$ cat src/rtl/rs_dispatch_station.sv
// Reservation station: holds dispatched uops until both operands are ready, snoops the CDB,
// and issues the oldest ready uop. Optional macro RS_CDB_BYPASS_EN enables dispatch-time CDB capture.
module rs_dispatch_station #(
    parameter int          ENTRIES    = 4,
    parameter int          TAG_W      = 9,
    parameter int          DATA_W     = 32,
    parameter logic [3:0]  STATION_ID = 4'd1
) (
    input  logic                          clk,
    input  logic                          reset,
    input  logic                          flush,
    input  logic                          disp_valid,
    output logic                          disp_ready,
    input  logic [3:0]                    disp_station,
    input  logic [5:0]                    disp_alu_fn,
    input  logic [TAG_W-1:0]              disp_dest_tag,
    input  logic                          disp_src1_rdy,
    input  logic                          disp_src2_rdy,
    input  logic [TAG_W-1:0]              disp_src1_tag,
    input  logic [TAG_W-1:0]              disp_src2_tag,
    input  logic [DATA_W-1:0]             disp_src1_val,
    input  logic [DATA_W-1:0]             disp_src2_val,
    input  logic                          disp_use_imm,
    input  logic [15:0]                   disp_imm,
    input  logic                          cdb_valid,
    input  logic [TAG_W-1:0]              cdb_tag,
    input  logic [DATA_W-1:0]             cdb_val,
    output logic                          issue_valid,
    input  logic                          issue_ready,
    output logic [5:0]                    issue_alu_fn,
    output logic [TAG_W-1:0]              issue_dest_tag,
    output logic [DATA_W-1:0]             issue_op1,
    output logic [DATA_W-1:0]             issue_op2,
    output logic [$clog2(ENTRIES+1)-1:0]  occupancy
);

    localparam int AGE_W = $clog2(ENTRIES);
    localparam int OCC_W = $clog2(ENTRIES+1);
    localparam logic [AGE_W-1:0] AGE_MAX = AGE_W'(ENTRIES-1);

    logic              valid_q [ENTRIES];
    logic              valid_d [ENTRIES];
    logic [5:0]        fn_q    [ENTRIES];
    logic [5:0]        fn_d    [ENTRIES];
    logic [TAG_W-1:0]  dest_q  [ENTRIES];
    logic [TAG_W-1:0]  dest_d  [ENTRIES];
    logic              rdy1_q  [ENTRIES];
    logic              rdy1_d  [ENTRIES];
    logic              rdy2_q  [ENTRIES];
    logic              rdy2_d  [ENTRIES];
    logic [TAG_W-1:0]  tag1_q  [ENTRIES];
    logic [TAG_W-1:0]  tag1_d  [ENTRIES];
    logic [TAG_W-1:0]  tag2_q  [ENTRIES];
    logic [TAG_W-1:0]  tag2_d  [ENTRIES];
    logic [DATA_W-1:0] val1_q  [ENTRIES];
    logic [DATA_W-1:0] val1_d  [ENTRIES];
    logic [DATA_W-1:0] val2_q  [ENTRIES];
    logic [DATA_W-1:0] val2_d  [ENTRIES];
    logic [AGE_W-1:0]  age_q   [ENTRIES];
    logic [AGE_W-1:0]  age_d   [ENTRIES];

    logic              hasFree;
    logic [AGE_W-1:0]  freeIdx;
    logic              selValid;
    logic [AGE_W-1:0]  selIdx;
    logic [AGE_W-1:0]  selAge;
    logic              accept;
    logic              fire;
    logic              newRdy1;
    logic              newRdy2;
    logic [DATA_W-1:0] newVal1;
    logic [DATA_W-1:0] newVal2;
    logic [OCC_W-1:0]  occCount;

    // Lowest-index free slot (scan downward so the lowest index wins).
    always_comb begin
        hasFree = 1'b0;
        freeIdx = '0;
        for (int i = ENTRIES-1; i >= 0; i--) begin
            if (!valid_q[i]) begin
                hasFree = 1'b1;
                freeIdx = AGE_W'(i);
            end
        end
    end

    // Oldest ready entry; strict comparison leaves ties with the lowest index.
    always_comb begin
        selValid = 1'b0;
        selIdx   = '0;
        selAge   = '0;
        for (int i = 0; i < ENTRIES; i++) begin
            if (valid_q[i] && rdy1_q[i] && rdy2_q[i] && (!selValid || age_q[i] > selAge)) begin
                selValid = 1'b1;
                selIdx   = AGE_W'(i);
                selAge   = age_q[i];
            end
        end
    end

    always_comb begin
        occCount = '0;
        for (int i = 0; i < ENTRIES; i++) begin
            occCount = occCount + OCC_W'(valid_q[i]);
        end
    end

`ifdef RS_CDB_BYPASS_EN
    assign disp_ready = hasFree;
    assign newRdy1 = disp_src1_rdy | (cdb_valid & (disp_src1_tag == cdb_tag));
    assign newVal1 = disp_src1_rdy ? disp_src1_val : cdb_val;
    assign newRdy2 = disp_use_imm | disp_src2_rdy | (cdb_valid & (disp_src2_tag == cdb_tag));
    assign newVal2 = disp_use_imm  ? {{(DATA_W-16){disp_imm[15]}}, disp_imm} :
                     disp_src2_rdy ? disp_src2_val : cdb_val;
`else
    // Dispatch is held off during a broadcast so a new entry can never miss its producer.
    assign disp_ready = hasFree & ~cdb_valid;
    assign newRdy1 = disp_src1_rdy;
    assign newVal1 = disp_src1_val;
    assign newRdy2 = disp_use_imm | disp_src2_rdy;
    assign newVal2 = disp_use_imm ? {{(DATA_W-16){disp_imm[15]}}, disp_imm} : disp_src2_val;
`endif

    assign accept      = disp_valid & disp_ready & (disp_station == STATION_ID) & ~flush & ~reset;
    assign issue_valid = selValid & ~flush & ~reset;
    assign fire        = issue_valid & issue_ready;
    assign occupancy   = occCount;

    assign issue_alu_fn   = issue_valid ? fn_q[selIdx]   : '0;
    assign issue_dest_tag = issue_valid ? dest_q[selIdx] : '0;
    assign issue_op1      = issue_valid ? val1_q[selIdx] : '0;
    assign issue_op2      = issue_valid ? val2_q[selIdx] : '0;

    // Next state: wakeup, issue clear, dispatch write with aging, then flush override.
    always_comb begin
        valid_d = valid_q;
        fn_d    = fn_q;
        dest_d  = dest_q;
        rdy1_d  = rdy1_q;
        rdy2_d  = rdy2_q;
        tag1_d  = tag1_q;
        tag2_d  = tag2_q;
        val1_d  = val1_q;
        val2_d  = val2_q;
        age_d   = age_q;
        for (int i = 0; i < ENTRIES; i++) begin
            if (valid_q[i] && cdb_valid) begin
                if (!rdy1_q[i] && tag1_q[i] == cdb_tag) begin
                    rdy1_d[i] = 1'b1;
                    val1_d[i] = cdb_val;
                end
                if (!rdy2_q[i] && tag2_q[i] == cdb_tag) begin
                    rdy2_d[i] = 1'b1;
                    val2_d[i] = cdb_val;
                end
            end
        end
        if (fire) begin
            valid_d[selIdx] = 1'b0;
        end
        if (accept) begin
            for (int i = 0; i < ENTRIES; i++) begin
                if (valid_q[i] && age_q[i] != AGE_MAX) begin
                    age_d[i] = age_q[i] + 1'b1;
                end
            end
            valid_d[freeIdx] = 1'b1;
            fn_d[freeIdx]    = disp_alu_fn;
            dest_d[freeIdx]  = disp_dest_tag;
            rdy1_d[freeIdx]  = newRdy1;
            tag1_d[freeIdx]  = disp_src1_tag;
            val1_d[freeIdx]  = newVal1;
            rdy2_d[freeIdx]  = newRdy2;
            tag2_d[freeIdx]  = disp_src2_tag;
            val2_d[freeIdx]  = newVal2;
            age_d[freeIdx]   = '0;
        end
        if (flush) begin
            for (int i = 0; i < ENTRIES; i++) begin
                valid_d[i] = 1'b0;
            end
        end
    end

    always_ff @(posedge clk) begin
        if (reset) begin
            for (int i = 0; i < ENTRIES; i++) begin
                valid_q[i] <= 1'b0;
                fn_q[i]    <= '0;
                dest_q[i]  <= '0;
                rdy1_q[i]  <= 1'b0;
                rdy2_q[i]  <= 1'b0;
                tag1_q[i]  <= '0;
                tag2_q[i]  <= '0;
                val1_q[i]  <= '0;
                val2_q[i]  <= '0;
                age_q[i]   <= '0;
            end
        end else begin
            valid_q <= valid_d;
            fn_q    <= fn_d;
            dest_q  <= dest_d;
            rdy1_q  <= rdy1_d;
            rdy2_q  <= rdy2_d;
            tag1_q  <= tag1_d;
            tag2_q  <= tag2_d;
            val1_q  <= val1_d;
            val2_q  <= val2_d;
            age_q   <= age_d;
        end
    end

endmodule

$ cat config.mk
export PLATFORM = sky130hd
export DESIGN_NAME = rs_dispatch_station
export DESIGN_NICKNAME = d
export VERILOG_FILES = /design/src/rtl/rs_dispatch_station.sv
export SDC_FILE = /design/constraint.sdc
export NUM_CORES = 1
export LEC_CHECK = 0
export CORE_MARGIN = 2
export CORE_UTILIZATION = 45
export CTS_BUF_LIST = sky130_fd_sc_hd__clkbuf_2
export DETAILED_ROUTE_END_ITERATION = 7
export HOLD_SLACK_MARGIN = 0.02
export PLACE_DENSITY = 0.76
export SLEW_MARGIN = 20
export SYNTH_ARGS = -nofsm -noshare
export SYNTH_HDL_FRONTEND = slang
export SYNTH_SLANG_ARGS = --single-unit
$ cat constraint.sdc
create_clock -name clk -period 5.6 [get_ports clk]
set_input_delay 0.56 -clock clk [delete_from_list [all_inputs] [get_ports clk]]
set_output_delay 0.56 -clock clk [all_outputs]
set_load 0.01 [all_outputs]
Word level (Yosys, flattened, before mapping)
Cells that the tools add are included.
W data, S select, Z words.
{"block": "classes", "add_sub_neg": 7, "order_cmp": 7, "eq_ne": 13, "muxes": 101, "bitwise": 19, "n_reduce_logical": 44}
{"operator": "$mux W32", "count": 24}
{"operator": "$bwmux W128", "count": 2}
{"operator": "$mux W128", "count": 2}
{"operator": "$bmux W32 S2", "count": 2}
{"operator": "$bwmux W36", "count": 3}
{"operator": "$eq A9 B9 Y1", "count": 8}
{"operator": "$demux W32 S2", "count": 1}
{"operator": "$mux W2", "count": 18}
{"operator": "$mux W9", "count": 4}
{"operator": "$logic_and A1 B1 Y1", "count": 29}
{"operator": "$mux W1", "count": 27}
{"operator": "$bwmux W24", "count": 1}
{"operator": "$mux W6", "count": 4}
{"operator": "$bmux W9 S2", "count": 1}
{"operator": "$demux W9 S2", "count": 1}
{"operator": "$mux W4", "count": 4}
{"operator": "$bmux W6 S2", "count": 1}
{"operator": "$demux W6 S2", "count": 1}
{"operator": "$logic_not A1 Y1", "count": 11}
{"operator": "$add A2 B1 Y2 const B", "count": 4}
{"operator": "$and A1 B1 Y1", "count": 8}
{"operator": "$and A8 B8 Y8", "count": 1}
{"operator": "$bwmux W4", "count": 2}
{"operator": "$ne A2 B2 Y1 const B", "count": 4}
{"operator": "18 further kinds", "count": 28}
{"block": "totals", "register_bits": 408, "inputBits": 167}

Longest topological paths before layout
{"block": "depth", "depth_word": 25, "mapped_depth": 25, "depth_no_buf": 19}

Worst setup path after synthesis
No wires, ideal clock.
{"block": "synth_timing", "path_kind": "reg-to-output", "from": "register valid_q[3] (netlist name)", "to": "output issue_op2[22]", "arrival_time_ns": 5.344, "setup_slack_ns": -0.304, "path_stages_with_launch": 25, "path_buffers": 6, "cell_sequence": "dfxtp_1 -> clkbuf_1 -> and3_1 -> clkbuf_1 -> nand2_1 -> ha_1 -> nor2b_1 -> a2bb2oi_1 -> o21ai_0 -> clkbuf_1 -> mux2_2 -> ha_1 -> nor2b_1 -> o21ai_1 -> a21bo_2 -> clkbuf_1 -> mux2_2 -> ha_1 -> nor2b_1 -> a2bb2oi_1 -> o21a_1 -> clkbuf_1 -> clkbuf_1 -> a311oi_1 -> o22ai_1"}
{"block": "synth_between", "elab_chain_len": 20, "word_cells_on_any_way": 31}
{"element": "from (decl)", "line_no": "41", "source": "logic valid_q [ENTRIES];"}
{"element": "from (signal assigned)", "line_no": "200", "source": "valid_q <= valid_d;"}
{"element": "$logic_and A1 B1 Y1 (*) (2 in a row)", "line_no": "93", "source": "if (valid_q[i] && rdy1_q[i] && rdy2_q[i] && (!selValid || age_q[i] > selAge)) begin"}
{"element": "$mux W2 or $mux W1 (tied branches)", "line_no": "93"}
{"element": "$gt A2 B2 Y1 or $logic_not A1 Y1 (tied branches)", "line_no": "93"}
{"element": "$logic_or A1 B1 Y1", "line_no": "93"}
{"element": "$logic_and A1 B1 Y1", "line_no": "93"}
{"element": "$mux W2 or $mux W1 (tied branches)", "line_no": "93"}
{"element": "$gt A2 B2 Y1 or $logic_not A1 Y1 (tied branches)", "line_no": "93"}
{"element": "$logic_or A1 B1 Y1", "line_no": "93"}
{"element": "(+2 left out)"}
{"element": "$gt A2 B2 Y1 or $logic_not A1 Y1 (tied branches)", "line_no": "93"}
{"element": "$logic_or A1 B1 Y1", "line_no": "93"}
{"element": "$logic_and A1 B1 Y1", "line_no": "93"}
{"element": "$mux W2", "line_no": "93"}
{"element": "$not A2 Y3 (implied by the code)", "line_no": "132", "source": "assign issue_op2 = issue_valid ? val2_q[selIdx] : '0;"}
{"element": "$bmux W32 S2", "line_no": "132"}
{"element": "$mux W32 (implied by the code) (2 in a row)", "line_no": "132"}
{"element": "$mux W32 (*)", "line_no": "132"}
{"element": "to (decl)", "line_no": "33", "source": "output logic [DATA_W-1:0] issue_op2,"}
Every way passes the cells marked *; elsewhere a longest branch is shown, timed or not. The select of a mux whose other input is x is not followed.

Worst setup path after layout
{"block": "layout_timing", "from": "register rdy1_q[3] (netlist name)", "to": "output issue_op2[30]"}
{"block": "layout_between", "elab_chain_len": 20, "word_cells_on_any_way": 31}
{"element": "from (decl)", "line_no": "47", "source": "logic rdy1_q [ENTRIES];"}
{"element": "from (signal assigned)", "line_no": "203", "source": "rdy1_q <= rdy1_d;"}
{"element": "$logic_and A1 B1 Y1 (*) (2 in a row)", "line_no": "93"}
{"element": "$mux W2 or $mux W1 (tied branches)", "line_no": "93"}
{"element": "$gt A2 B2 Y1 or $logic_not A1 Y1 (tied branches)", "line_no": "93"}
{"element": "$logic_or A1 B1 Y1", "line_no": "93"}
{"element": "$logic_and A1 B1 Y1", "line_no": "93"}
{"element": "$mux W2 or $mux W1 (tied branches)", "line_no": "93"}
{"element": "$gt A2 B2 Y1 or $logic_not A1 Y1 (tied branches)", "line_no": "93"}
{"element": "$logic_or A1 B1 Y1", "line_no": "93"}
{"element": "(+2 left out)"}
{"element": "$gt A2 B2 Y1 or $logic_not A1 Y1 (tied branches)", "line_no": "93"}
{"element": "$logic_or A1 B1 Y1", "line_no": "93"}
{"element": "$logic_and A1 B1 Y1", "line_no": "93"}
{"element": "$mux W2", "line_no": "93"}
{"element": "$not A2 Y3 (implied by the code)", "line_no": "132"}
{"element": "$bmux W32 S2", "line_no": "132"}
{"element": "$mux W32 (implied by the code) (2 in a row)", "line_no": "132"}
{"element": "$mux W32 (*)", "line_no": "132"}
Marked as above.

==> out/summary.txt <==
P per Cell Area: 203 nW/um^2
Routed Antenna Nets: 0
Most common cell in the netlist: nand2_1
Fillcell total: 4,279
Mapped Area: 21,500 sq um
Crit. End Element: output pin
Detailed-route DRC error count: 0
Clk slew on worst S/H paths: 0.09 ns
Routability cong.: 0.871
Initial Utilization: 45.3%
Die area: 49,600 sq um
Slowest CP cell: dfxtp_2
Failing checks: negative setup slack
Actual slew at the worst max-slew pin: 1.17 ns
Slew HR: 22.2%
CP bufs+invs: 5
Yosys top cell area share: 38.0%
RSZ-0062 raised after global routing: true
Syn Inst Count: 2,641
R2r worst-path depth: 22
First-pass GRT wire length: 117 mm
Period minus WS final: 5.98 ns
Pre-Repair DR Iteration Count: 6
Setup Viol. Count Final: 79
Largest cells by area after synthesis: dfxtp_1 (38%), mux2i_1 (13%), nand2_1 (8.3%)
Largest net degree at the start of global routing: 141
Hold Violations, Final: 0
Via count: 21,683
Outcome: complete, but fails checks
Number of synthesized flops with an enable pin: 0
CTS tree: built
Vias per std cell: 6.14
Register area share after synthesis: 38.0%
Initial DRC Count: 2,188
Clock sink count: 408
Hold_ws: 0.124 ns
Root buffer cell: clkbuf_2
Die H: 223 um
CP required: 5.04 ns
Critical path depth in cells: 24
IO Pins: 251
Die W: 223 um
Worst Hold Path Cells: 3
Worst-path fanout max: 5
Fin worst setup slack: -0.377 ns
Fmax achieved: 167 MHz
Initial antenna violation count: 7
Worst Skew: 0.0782 ns
Post-synthesis cell type count: 49
Worst setup path class: reg -> out
Pleak: 9.67 nW
Layout cell share with drive strength beyond 1: 19.5%
Clock Latency Late Sink: 1.14 ns
Post-synth ARST share: 0%
Fin util: 56.2%
Number of CTS-inserted buffers: 110
Syn_nets: 2,823
Buffers added on ports: 250
Area leader, netlist: dfxtp_1
Most common library cells after synthesis: nand2_1 (477), dfxtp_1 (408), mux2i_1 (275)
Critical Path AT: 5.42 ns
GRT Util Overall: 29.6%
Reg2reg setup slack: 1.32 ns
CP Launch Type: flop
Synth Register Bits: 408
Hold/Removal Path Class: in -> reg
Core area: 47,400 sq um
Final Cycle Share: 107%
Yosys warnings: 0
Wire per inst: 22.0 um
Area grow syn2layout: 24.0%
DP Wirelength: 44.8 mm
Post-layout nets: 3,016
Total of max-cap violations: 0
Slew Limit Fails: 0
Syn_area_per_cell: 8.14 sq um
FP Rows: 80
Number of global-route vias before repair: 21,338
Cell Chain, Critical Path: and3_4 -> nand2_4 -> ha_4 -> nor2b_4 -> a2bb2oi_2 -> o21ai_4 -> mux2_4 -> ha_4 -> nor2b_4 -> o21ai_4 -> a21bo_4 -> nor2_4 -> a21o_1 -> ha_4 -> nor2b_4 -> a2bb2oi_4 -> buf_6 -> nand2_1 -> nand3b_1 -> buf_4 -> clkbuf_16 -> clkbuf_16 -> o22ai_2 -> buf_2
Reg area: 8170 sq um
CTS Buffer Depth: 3
Max IR drop VDD: 0.000238 V
Footprint of the multi-input gates: 12,900 sq um
Ys flop type: dfxtp_1
H-Tree Depth: 3
Slowest stage delay, CP: 0.34 ns
Remaining global-route overflow: 0
Total wire length: 77.9 mm
Top delay family on crit path: compound AO/OA/AOI/OAI gates
cell families after synthesis:
kind of cell	after synthesis	share of synthesized area (%)
xor+xnor	76	3.10
fa+ha+maj	15	0.908
flops	408	38.0
compound gates	761	24.0
buf+inv	321	6.18
simple gates	782	14.9
mux	278	13.0
registers in the layout, indices dropped and copies added (netlist names):
name     cells
rdy1_q       4
tag1_q      36
val2_q     128
fn_q        24
rdy2_q       4
dest_q      36
valid_q      4
tag2_q      36
age_q        8
val1_q     128
per-layer routing:
metal	share of wire, %	wire (um)	vias up	GRT usage [%]
met3	9.1	7050	234	7.09
li1	-	-	9822	-
met2	47	36600	1235	48.4
met4	3.8	2990	4	15.0
met1	40	31200	10388	36.3
met5	0.039	30	-	0
worst paths after layout:
check / to / from
max: issue_op2[30] / rdy1_q[3]
min: tag2_q[25] / disp_src2_tag[7]
max reg2reg: valid_q[0] / rdy1_q[3]
min reg2reg: fn_q[11] / fn_q[11]
worst min-delay path, delay by kind of cell:
kind | cells | cell delay (ns)
buffers and inverters | 1 | 0.47
AOI/OAI and AO/OA | 1 | 0.05
and+or+nand+nor | 1 | 0.09
stage by stage:
stage               std cells  TNS [ns]  instance area [sq um]  power, W  setup WS (ns)
floorplan                2641         0                  21500   0.00312         0.0771
global placement         3279         0                  24400   0.00331        0.00802
detailed placement       3279  -0.00829                  24400   0.00332       -0.00829
CTS                      3502    -30.79                  26000   0.00546         -0.468
global route             3533    -39.74                  26700   0.00563         -0.598
finish                   3533    -22.05                  26700   0.00542         -0.377
cells in the final DEF (no fill, tap or decap), types with 38 or more instances in the layout:
cell             instances
nand2_1                473
dfxtp_1                405
mux2i_1                275
a21oi_1                228
nor2_1                 221
clkdlybuf4s50_1        169
clkbuf_2               162
a211oi_1               152
buf_2                   73
buf_4                   62
o22ai_1                 51
a211oi_2                50
xnor2_1                 49
o31ai_1                 46
a311oi_2                40
o21ai_2                 38
where the power goes:
group          switching, W  internal [W]
Clock               0.00129      0.000858
Combinational      0.000212      0.000154
Sequential       0.00000152       0.00290
final cells by class:
type	count	share of cell area (%)
multi-input cells	1912	48.5
flip-flops and latches	408	30.6
repair buffers	375	13.9
clock buffers	162	3.04
well taps	615	2.89
clock inverters	27	0.629
inverters	27	0.380
diodes	7	0.0657
repair_timing:
item / in CTS / in global routing
buffers inserted: 13 / 21
pin swaps: 72 / 65
cloned: 6 / 9
endpoints found under the setup margin: 79 / 79
hold buffers: 15 / 0
endpoints found under the hold margin: 46 / 0
resized for setup: 454 / 118
No activity file was read; power rests on OpenSTA's default activity.
